### src/rtl/range_burst_feeder.sv
// Frame-buffering feeder: stores valid/ready beats in a FIFO and replays each
// complete frame as a stall-free burst framed by go/finish.
module range_burst_feeder #(
  parameter int unsigned WIDTH = 16,
  parameter int unsigned DEPTH = 32
) (
  input  logic             clock,
  input  logic             reset,
  input  logic [WIDTH-1:0] in_data,
  input  logic             in_valid,
  input  logic             in_last,
  output logic             in_ready,
  output logic [WIDTH-1:0] data_out,
  output logic             go,
  output logic             finish,
  output logic             frame_drop,
  output logic             frame_trunc,
  output logic             busy
);

  localparam int unsigned AW = $clog2(DEPTH);
  localparam logic [AW:0] FullCount = (AW+1)'(DEPTH);
  localparam logic [AW:0] LastLen   = (AW+1)'(DEPTH - 1);

  typedef enum logic [1:0] {StIdle, StRun, StGap} state_e;

  state_e           r_state;
  logic [WIDTH:0]   r_mem [DEPTH];
  logic [AW-1:0]    r_wr_ptr;
  logic [AW-1:0]    r_rd_ptr;
  logic [AW:0]      r_count;
  logic [AW:0]      r_wr_len;
  logic [AW:0]      r_frames;
  logic             r_discard;
  logic [WIDTH-1:0] r_data_out;
  logic             r_go;
  logic             r_finish;
  logic             r_frame_drop;
  logic             r_frame_trunc;

  logic           w_full;
  logic           w_accept;
  logic           w_drop;
  logic           w_write;
  logic           w_trunc;
  logic           w_wr_last;
  logic [WIDTH:0] w_head;
  logic           w_pop;
  logic           w_pop_last;

  assign w_full     = (r_count == FullCount);
  assign in_ready   = r_discard | ~w_full;
  assign w_accept   = in_valid & in_ready;
  assign w_drop     = w_accept & ~r_discard & in_last & (r_wr_len == '0);
  assign w_write    = w_accept & ~r_discard & ~w_drop;
  // The DEPTH-th beat of an unterminated frame closes it so a full FIFO always drains.
  assign w_trunc    = w_write & ~in_last & (r_wr_len == LastLen);
  assign w_wr_last  = in_last | w_trunc;
  assign w_head     = r_mem[r_rd_ptr];
  assign w_pop      = ((r_state == StIdle) && (r_frames != '0)) || (r_state == StRun);
  assign w_pop_last = w_pop & w_head[WIDTH];

  assign data_out    = r_data_out;
  assign go          = r_go;
  assign finish      = r_finish;
  assign frame_drop  = r_frame_drop;
  assign frame_trunc = r_frame_trunc;
  assign busy        = (r_state != StIdle) | (r_frames != '0);

  always_ff @(posedge clock) begin
    if (w_write) begin
      r_mem[r_wr_ptr] <= {w_wr_last, in_data};
    end
  end

  always_ff @(posedge clock or posedge reset) begin
    if (reset) begin
      r_wr_ptr      <= '0;
      r_wr_len      <= '0;
      r_discard     <= 1'b0;
      r_frame_drop  <= 1'b0;
      r_frame_trunc <= 1'b0;
    end else begin
      r_frame_drop  <= w_drop;
      r_frame_trunc <= w_trunc;
      if (w_write) begin
        r_wr_ptr <= r_wr_ptr + AW'(1);
        r_wr_len <= w_wr_last ? '0 : r_wr_len + (AW+1)'(1);
      end
      if (w_accept && r_discard && in_last) begin
        r_discard <= 1'b0;
        r_wr_len  <= '0;
      end else if (w_trunc) begin
        r_discard <= 1'b1;
      end
    end
  end

  always_ff @(posedge clock or posedge reset) begin
    if (reset) begin
      r_count  <= '0;
      r_frames <= '0;
    end else begin
      r_count <= r_count + (AW+1)'(w_write) - (AW+1)'(w_pop);
      unique case ({w_write & w_wr_last, w_pop_last})
        2'b10:   r_frames <= r_frames + (AW+1)'(1);
        2'b01:   r_frames <= r_frames - (AW+1)'(1);
        default: r_frames <= r_frames;
      endcase
    end
  end

  always_ff @(posedge clock or posedge reset) begin
    if (reset) begin
      r_state    <= StIdle;
      r_rd_ptr   <= '0;
      r_data_out <= '0;
      r_go       <= 1'b0;
      r_finish   <= 1'b0;
    end else begin
      r_go     <= 1'b0;
      r_finish <= 1'b0;
      if (w_pop) begin
        r_rd_ptr   <= r_rd_ptr + AW'(1);
        r_data_out <= w_head[WIDTH-1:0];
      end
      unique case (r_state)
        StIdle: begin
          if (r_frames != '0) begin
            r_go    <= 1'b1;
            r_state <= StRun;
          end
        end
        StRun: begin
          if (w_head[WIDTH]) begin
            r_finish <= 1'b1;
            r_state  <= StGap;
          end
        end
        StGap:   r_state <= StIdle;
        default: r_state <= StIdle;
      endcase
    end
  end

endmodule

### config.mk
export PLATFORM = sky130hd
export DESIGN_NAME = range_burst_feeder
export DESIGN_NICKNAME = d
export VERILOG_FILES = /design/src/rtl/range_burst_feeder.sv
export SDC_FILE = /design/constraint.sdc
export NUM_CORES = 1
export LEC_CHECK = 0
export BUFFER_PORTS_ARGS = -buffer_cell sky130_fd_sc_hd__buf_2
export CORE_ASPECT_RATIO = 1.2
export CORE_MARGIN = 5
export CORE_UTILIZATION = 35
export CTS_BUF_LIST = sky130_fd_sc_hd__clkbuf_16
export CTS_CLUSTER_DIAMETER = 60
export DETAILED_ROUTE_END_ITERATION = 12
export GPL_TIMING_DRIVEN = 0
export PLACE_DENSITY = 0.52
export SYNTH_ARGS = -nofsm -noshare
export SYNTH_HDL_FRONTEND = slang
export SYNTH_SLANG_ARGS = --single-unit
### constraint.sdc
create_clock -name clock -period 8.3 [get_ports clock]
set_input_delay 0.415 -clock clock [delete_from_list [all_inputs] [get_ports clock]]
set_output_delay 0.415 -clock clock [all_outputs]
set_load 0.005 [all_outputs]
## After elaboration in Yosys (flattened, before gate mapping)

Memory sizes are Yosys's and may differ from the RTL's.
Cells that the tools add are included.

| word-level totals | value |
|---|---|
| flip-flop bits (word level) | 51 |
| latch bits | 0 |
| memory bits (writable) | 544 |
| bits in read-only memories | 0 |
| bits of input ports | 20 |
| logic and storage cells | 70 |
| memories | 1 |

| operators by class | value |
|---|---|
| add/sub/neg operators | 7 |
| multipliers | 0 |
| div/mod/pow operators | 0 |
| $lt $le $gt $ge | 0 |
| equality and inequality tests | 7 |
| shifts and indexed selects | 0 |
| muxes and demuxes | 15 |
| bitwise operators | 16 |
| reductions and logical operators | 12 |

Memories:

| name | depth | width | read ports | clocked after memory_dff | wr ports | line | source |
|---|---|---|---|---|---|---|---|
| r_mem | 32 | 17 | 1 | 0 | 1 | 28 | `logic [WIDTH:0] r_mem [DEPTH];` |

Operator list:

| operator | count |
|---|---|
| $mux 6 | 3 |
| $add 6x1->6 const B | 2 |
| $pmux 6 s2 | 1 |
| $add 5x1->5 const B | 2 |
| $and 1x1->1 | 9 |
| $mux 1 | 8 |
| $reduce_bool 2->1 | 4 |
| $add 6x1->6 | 1 |
| $eq 6x5->1 const B | 1 |
| $eq 6x6->1 const B | 1 |
| $logic_not 6->1 | 1 |
| $reduce_bool 6->1 | 1 |
| $sub 6x1->6 | 1 |
| $sub 6x1->6 const B | 1 |
| $eq 2x1->1 const B | 2 |
| $mux 2 | 2 |
| $not 1->1 | 4 |
| $pmux 2 s2 | 1 |
| $logic_and 1x1->1 | 3 |
| $or 1x1->1 | 3 |
| $eq 2x2->1 const B | 1 |
| $logic_not 2->1 | 1 |
| $ne 2x1->1 const B | 1 |
| $ne 2x2->1 const B | 1 |
| other kinds (2) | 2 |

## Depth between registers and ports, before layout

| logic depth | value |
|---|---|
| word-level depth | 15 |
| gate-level depth with buffers | 17 |

## Least setup slack after synthesis

No wires, ideal clock.

| timing path | value |
|---|---|
| path kind | flip-flop to flip-flop |
| start | reg r_rd_ptr[0] |
| end | reg r_frames[4] |
| library setup time | 0.079 ns |
| arrival | 3.506 ns |
| required time | 8.221 ns |
| path slack | 4.715 ns |
| cell stages (with the launch flop) | 18 |
| clock period less this slack | 3.585 ns |
| cell sequence | dfrtp_1 -> buf_6 -> buf_4 -> buf_2 -> mux2i_1 -> nor2_1 -> or4_4 -> o32ai_2 -> nor2_1 -> ha_1 -> clkbuf_1 -> xor2_1 -> ha_1 -> nor3b_1 -> a2111oi_0 -> a31oi_1 -> nor2_1 -> xor2_1 |

| on the way | value |
|---|---|
| longest elaborated chain between the ends | 4 |
| elaborated cells on any way between the ends | 6 |
| those cells by class | eq/ne: 2; mux: 1; bitwise: 1; reduce/logical: 1; memory: 1 |

RTL lines:

| item | line | source |
|---|---|---|
| start, declared | 30 | `logic [AW-1:0] r_rd_ptr;` |
| start signal, assigned | 124 | `r_rd_ptr <= r_rd_ptr + AW'(1);` |
| $mem_v2 32x17 (*) | -- |  |
| $and 1x1->1 (*) | 61 | `assign w_pop_last = w_pop & w_head[WIDTH];` |
| $eq 2x1->1 / $eq 2x2->1 (equally long branches) | 105 | `unique case ({w_write & w_wr_last, w_pop_last})` |
| $pmux 6 s2 / $reduce_bool 2->1 (equally long branches) | -- |  |
| end signal, assigned | 106 | `2'b10: r_frames <= r_frames + (AW+1)'(1);` |
| end signal, assigned | 107 | `2'b01: r_frames <= r_frames - (AW+1)'(1);` |
| end signal, assigned | 108 | `default: r_frames <= r_frames;` |
| end, declared | 33 | `logic [AW:0] r_frames;` |

Mark *: on every way between the ends. The rest lies on a longest branch, timed or not.
A chain may end at the register's enable or synchronous reset.

## Worst setup path after layout

| timing path | value |
|---|---|
| start | reg r_rd_ptr[1] |
| end | reg r_frames[4] |

Same word-level chain as after synthesis.

==> out/results.ini <==
[status]
status = finished, final reports clean

[floorplan]
start_util_pct = 35.3
ios = 42
fp.dieH_um = 293
core_um2 = 66000
core.rowCount = 103
die_x_um = 246
die_area_um2 = 71900

[finish]
layoutNonFillerInstCount = 2278
antennaDiodeCount = 0
finalNetCount = 1377
area.growth.synth_to_final_pct = 16.3
drive_gt1_share_pct = 24.7

[placement]
gp_routability_congestion = 0.852
dp_hpwl_mm = 38.4
place_inst = 2166
io_buffers = 41

[global_routing]
gr-usage-met2_pct = 26.7
grt_pass1_vias = 12000
grt_pass1_wl_mm = 84.6
track_usage_pct = 16.0
grt_max_degree = 34
grt_antenna_before_repair = 0
overflow = 0
met1_usage_pct = 22.2
busiest_layer = met2
gr-usage-met3_pct = 2.37

[synth]
synth.avg_cell_area_um2 = 19.4
ys_seq_area_share_pct = 75.5
syn_inst = 1200
syn-num-nets = 1239
synth_cell_types = 51
synth-main-ff-cell = edfxtp_1
yosysWarnings = 0
syn_area_um2 = 23300
synth-edff-count = 544
synth_seq_cells = 595
async_flop_share_pct = 8.57

[sta]
tns_ns = 0
rsz0062_at_grt = false
finClkSkew_ns = 0.0373
finalCriticalPeriod_ns = 4.72
tightestPinTransition_ns = 1.16
holdWs_ns = 0.0744
setup_viol = 0
max_freq_ghz = 0.212
slew_headroom_pct = 22.6
period_share_pct = 56.9
finalHoldViolCount = 0
finalMaxSlewViolations = 0

[drt]
wirelength_mm = 57.9
num_vias = 11600
drtAntennaViolNets = 0
drt-initial-drc-count = 932
drc = 0
dr.pass1.iters = 5
via_per_inst = 5.11
wire_per_inst_um = 25.4

[clock_tree]
cts_tree = done
cts.htree.levels = 2
clockBufferDepth = 3
cts_made_buffers = 60
post_cts.repair.setup_buffers = 0
clock_latency_ns = 0.64
clk_pin_slew_worst_paths_ns = 0.06
cts.sinks = 595
root_buffer = clkbuf_16

[critical_path]
cp-end-kind = flop
critPathSlowestCell = clkbuf_1
critPathMaxFanout = 10
crit_buf_inv = 3
worstPathRequired_ns = 8.85
worst-endpoint-arrival_ns = 5.27
path_cells = clkbuf_1 -> buf_2 -> mux2i_1 -> nor2_1 -> o32ai_2 -> nor2_1 -> ha_1 -> clkbuf_1 -> xor2_1 -> ha_1 -> nor3b_1 -> a2111oi_0 -> a31oi_1 -> nor2_1 -> xor2_1
criticalPathCategory = flop to flop
crit_path_frequent_cell = nor2_1
crit_family = buffers and inverters
crit_path_max_incr_delay_ns = 0.76
critPathLaunchType = flop

[flow_run]
max_cap_violations = 0

[pwr]
peakVddDrop_uv = 173
power_density_nw_per_um2 = 335
p_leak_nw = 9.08
p_total_mw = 9.10

[min_path]
min_path_type = primary input to flop

cell type report:
| class | count | area [um^2] |
|---|---|---|
| clock inverter | 50 | 312 |
| tap | 892 | 1120 |
| buffer | 64 | 315 |
| multi-input combinational | 524 | 5410 |
| inverter | 17 | 63.8 |
| sequential | 595 | 17600 |
| fill | 5977 | 38800 |
| clock buffer | 60 | 1500 |
| timing repair buffer | 76 | 801 |
registers in the layout (all words and copies together) (netlist names):
name,flops
data_out,16
r_mem,544
frame_trunc,1
r_discard,1
r_frames,6
r_rd_ptr,5
r_count,6
r_state,2
frame_drop,1
r_wr_ptr,5
go,1
r_wr_len,6
finish,1
path summary, 6_finish.rpt:
check / startpoint / end / slack, ns / depth (start not counted)
max in group asynchronous: reset / r_discard / 7.32 / 4
setup / recovery: r_rd_ptr[1] / r_frames[4] / 3.58 / 15
min in group asynchronous: reset / data_out[11] / 0.39 / 3
hold reg to reg: r_frames[5] / r_frames[5] / 0.50 / 1
setup reg to reg: r_rd_ptr[1] / r_frames[4] / 3.58 / 15
hold / removal: in_last / frame_trunc / 0.07 / 2
repair_timing:
item                      in CTS  in global routing
hold buffers                   2                  0
gates resized for setup        0                  0
hold endpoints to repair      22                  0
cells in the mapped netlist (all sizes together) (2+ instances only):
cell type,n,area (um^2)
a2111oi,3,26.3
a211o,14,123
a211oi,29,218
a21o,3,22.5
a21oi,22,110
a221oi,2,17.5
and3,2,12.5
buf,40,225
clkbuf,24,90.1
dfrtp,51,1280
edfxtp,544,16300
ha,18,225
inv,17,63.8
mux2,17,191
mux2i,81,811
mux4,98,2210
nand2,23,86.3
nand2b,2,12.5
nand3,8,40.0
nand3b,5,37.5
nand4,2,12.5
nor2,57,214
nor2b,18,113
nor3,6,30.0
nor3b,6,45.0
nor4,3,18.8
nor4b,4,35.0
o21ai,12,60.1
o21bai,2,15.0
o22ai,48,300
o31ai,3,22.5
or3b,2,17.5
or4,3,26.3
xnor2,10,87.6
xor2,9,78.8
layout by cell type, fill, tap and decap left out, types with 25 or more instances in the layout:
cell type    n
a211oi_1    29
buf_2       65
buf_8       26
clkbuf_16   60
dfrtp_1     51
edfxtp_1   544
inv_1       31
mux2i_1     81
mux4_2      98
nor2_1      25
nor2_2      32
o22ai_1     48
cell families after synthesis:
logic type | Yosys count | share of synthesized area, %
xor gates and xnor gates | 19 | 0.713
AOI/OAI and AO/OA | 145 | 4.20
buffers and inverters | 81 | 1.63
DFF | 595 | 75.5
adders and majority gates | 19 | 1.05
and+or+nand+nor | 145 | 3.14
muxes | 196 | 13.8
metrics by stage:
stage                     setup slack [ns]  util [%]  area (um^2)
final                                 3.58      41.1        27100
after global routing                  3.28      41.1        27100
after CTS                             3.41      41.1        27100
after detailed placement              3.43      38.3        25300
after global placement                3.51      37.4        24600
after floorplan                       4.71         -        23300
power breakdown:
| group | switching (mW) | internal [mW] |
|---|---|---|
| combinational | 1.74 | 1.19 |
| sequential | 0.120 | 3.53 |
| clock | 1.13 | 1.38 |
| total | 3.00 | 6.10 |
worst reg2reg max path, delay by kind of cell, from the launching register on:
family | cells | cell delay, ns
xor+xnor | 2 | 0.35
mux | 1 | 0.39
flops | 1 | 0.55
buf+inv | 3 | 1.52
compound gates | 3 | 0.84
fa+ha+maj | 2 | 0.49
simple gates | 4 | 0.52
metal layers:
layer | routed length, um | vias to the layer above
li1 | - | 5157
met2 | 28600 | 284
met3 | 2700 | 83
met5 | 0 | -
met1 | 25000 | 6121
met4 | 1550 | 0
Power figures use the tool's default switching activity.
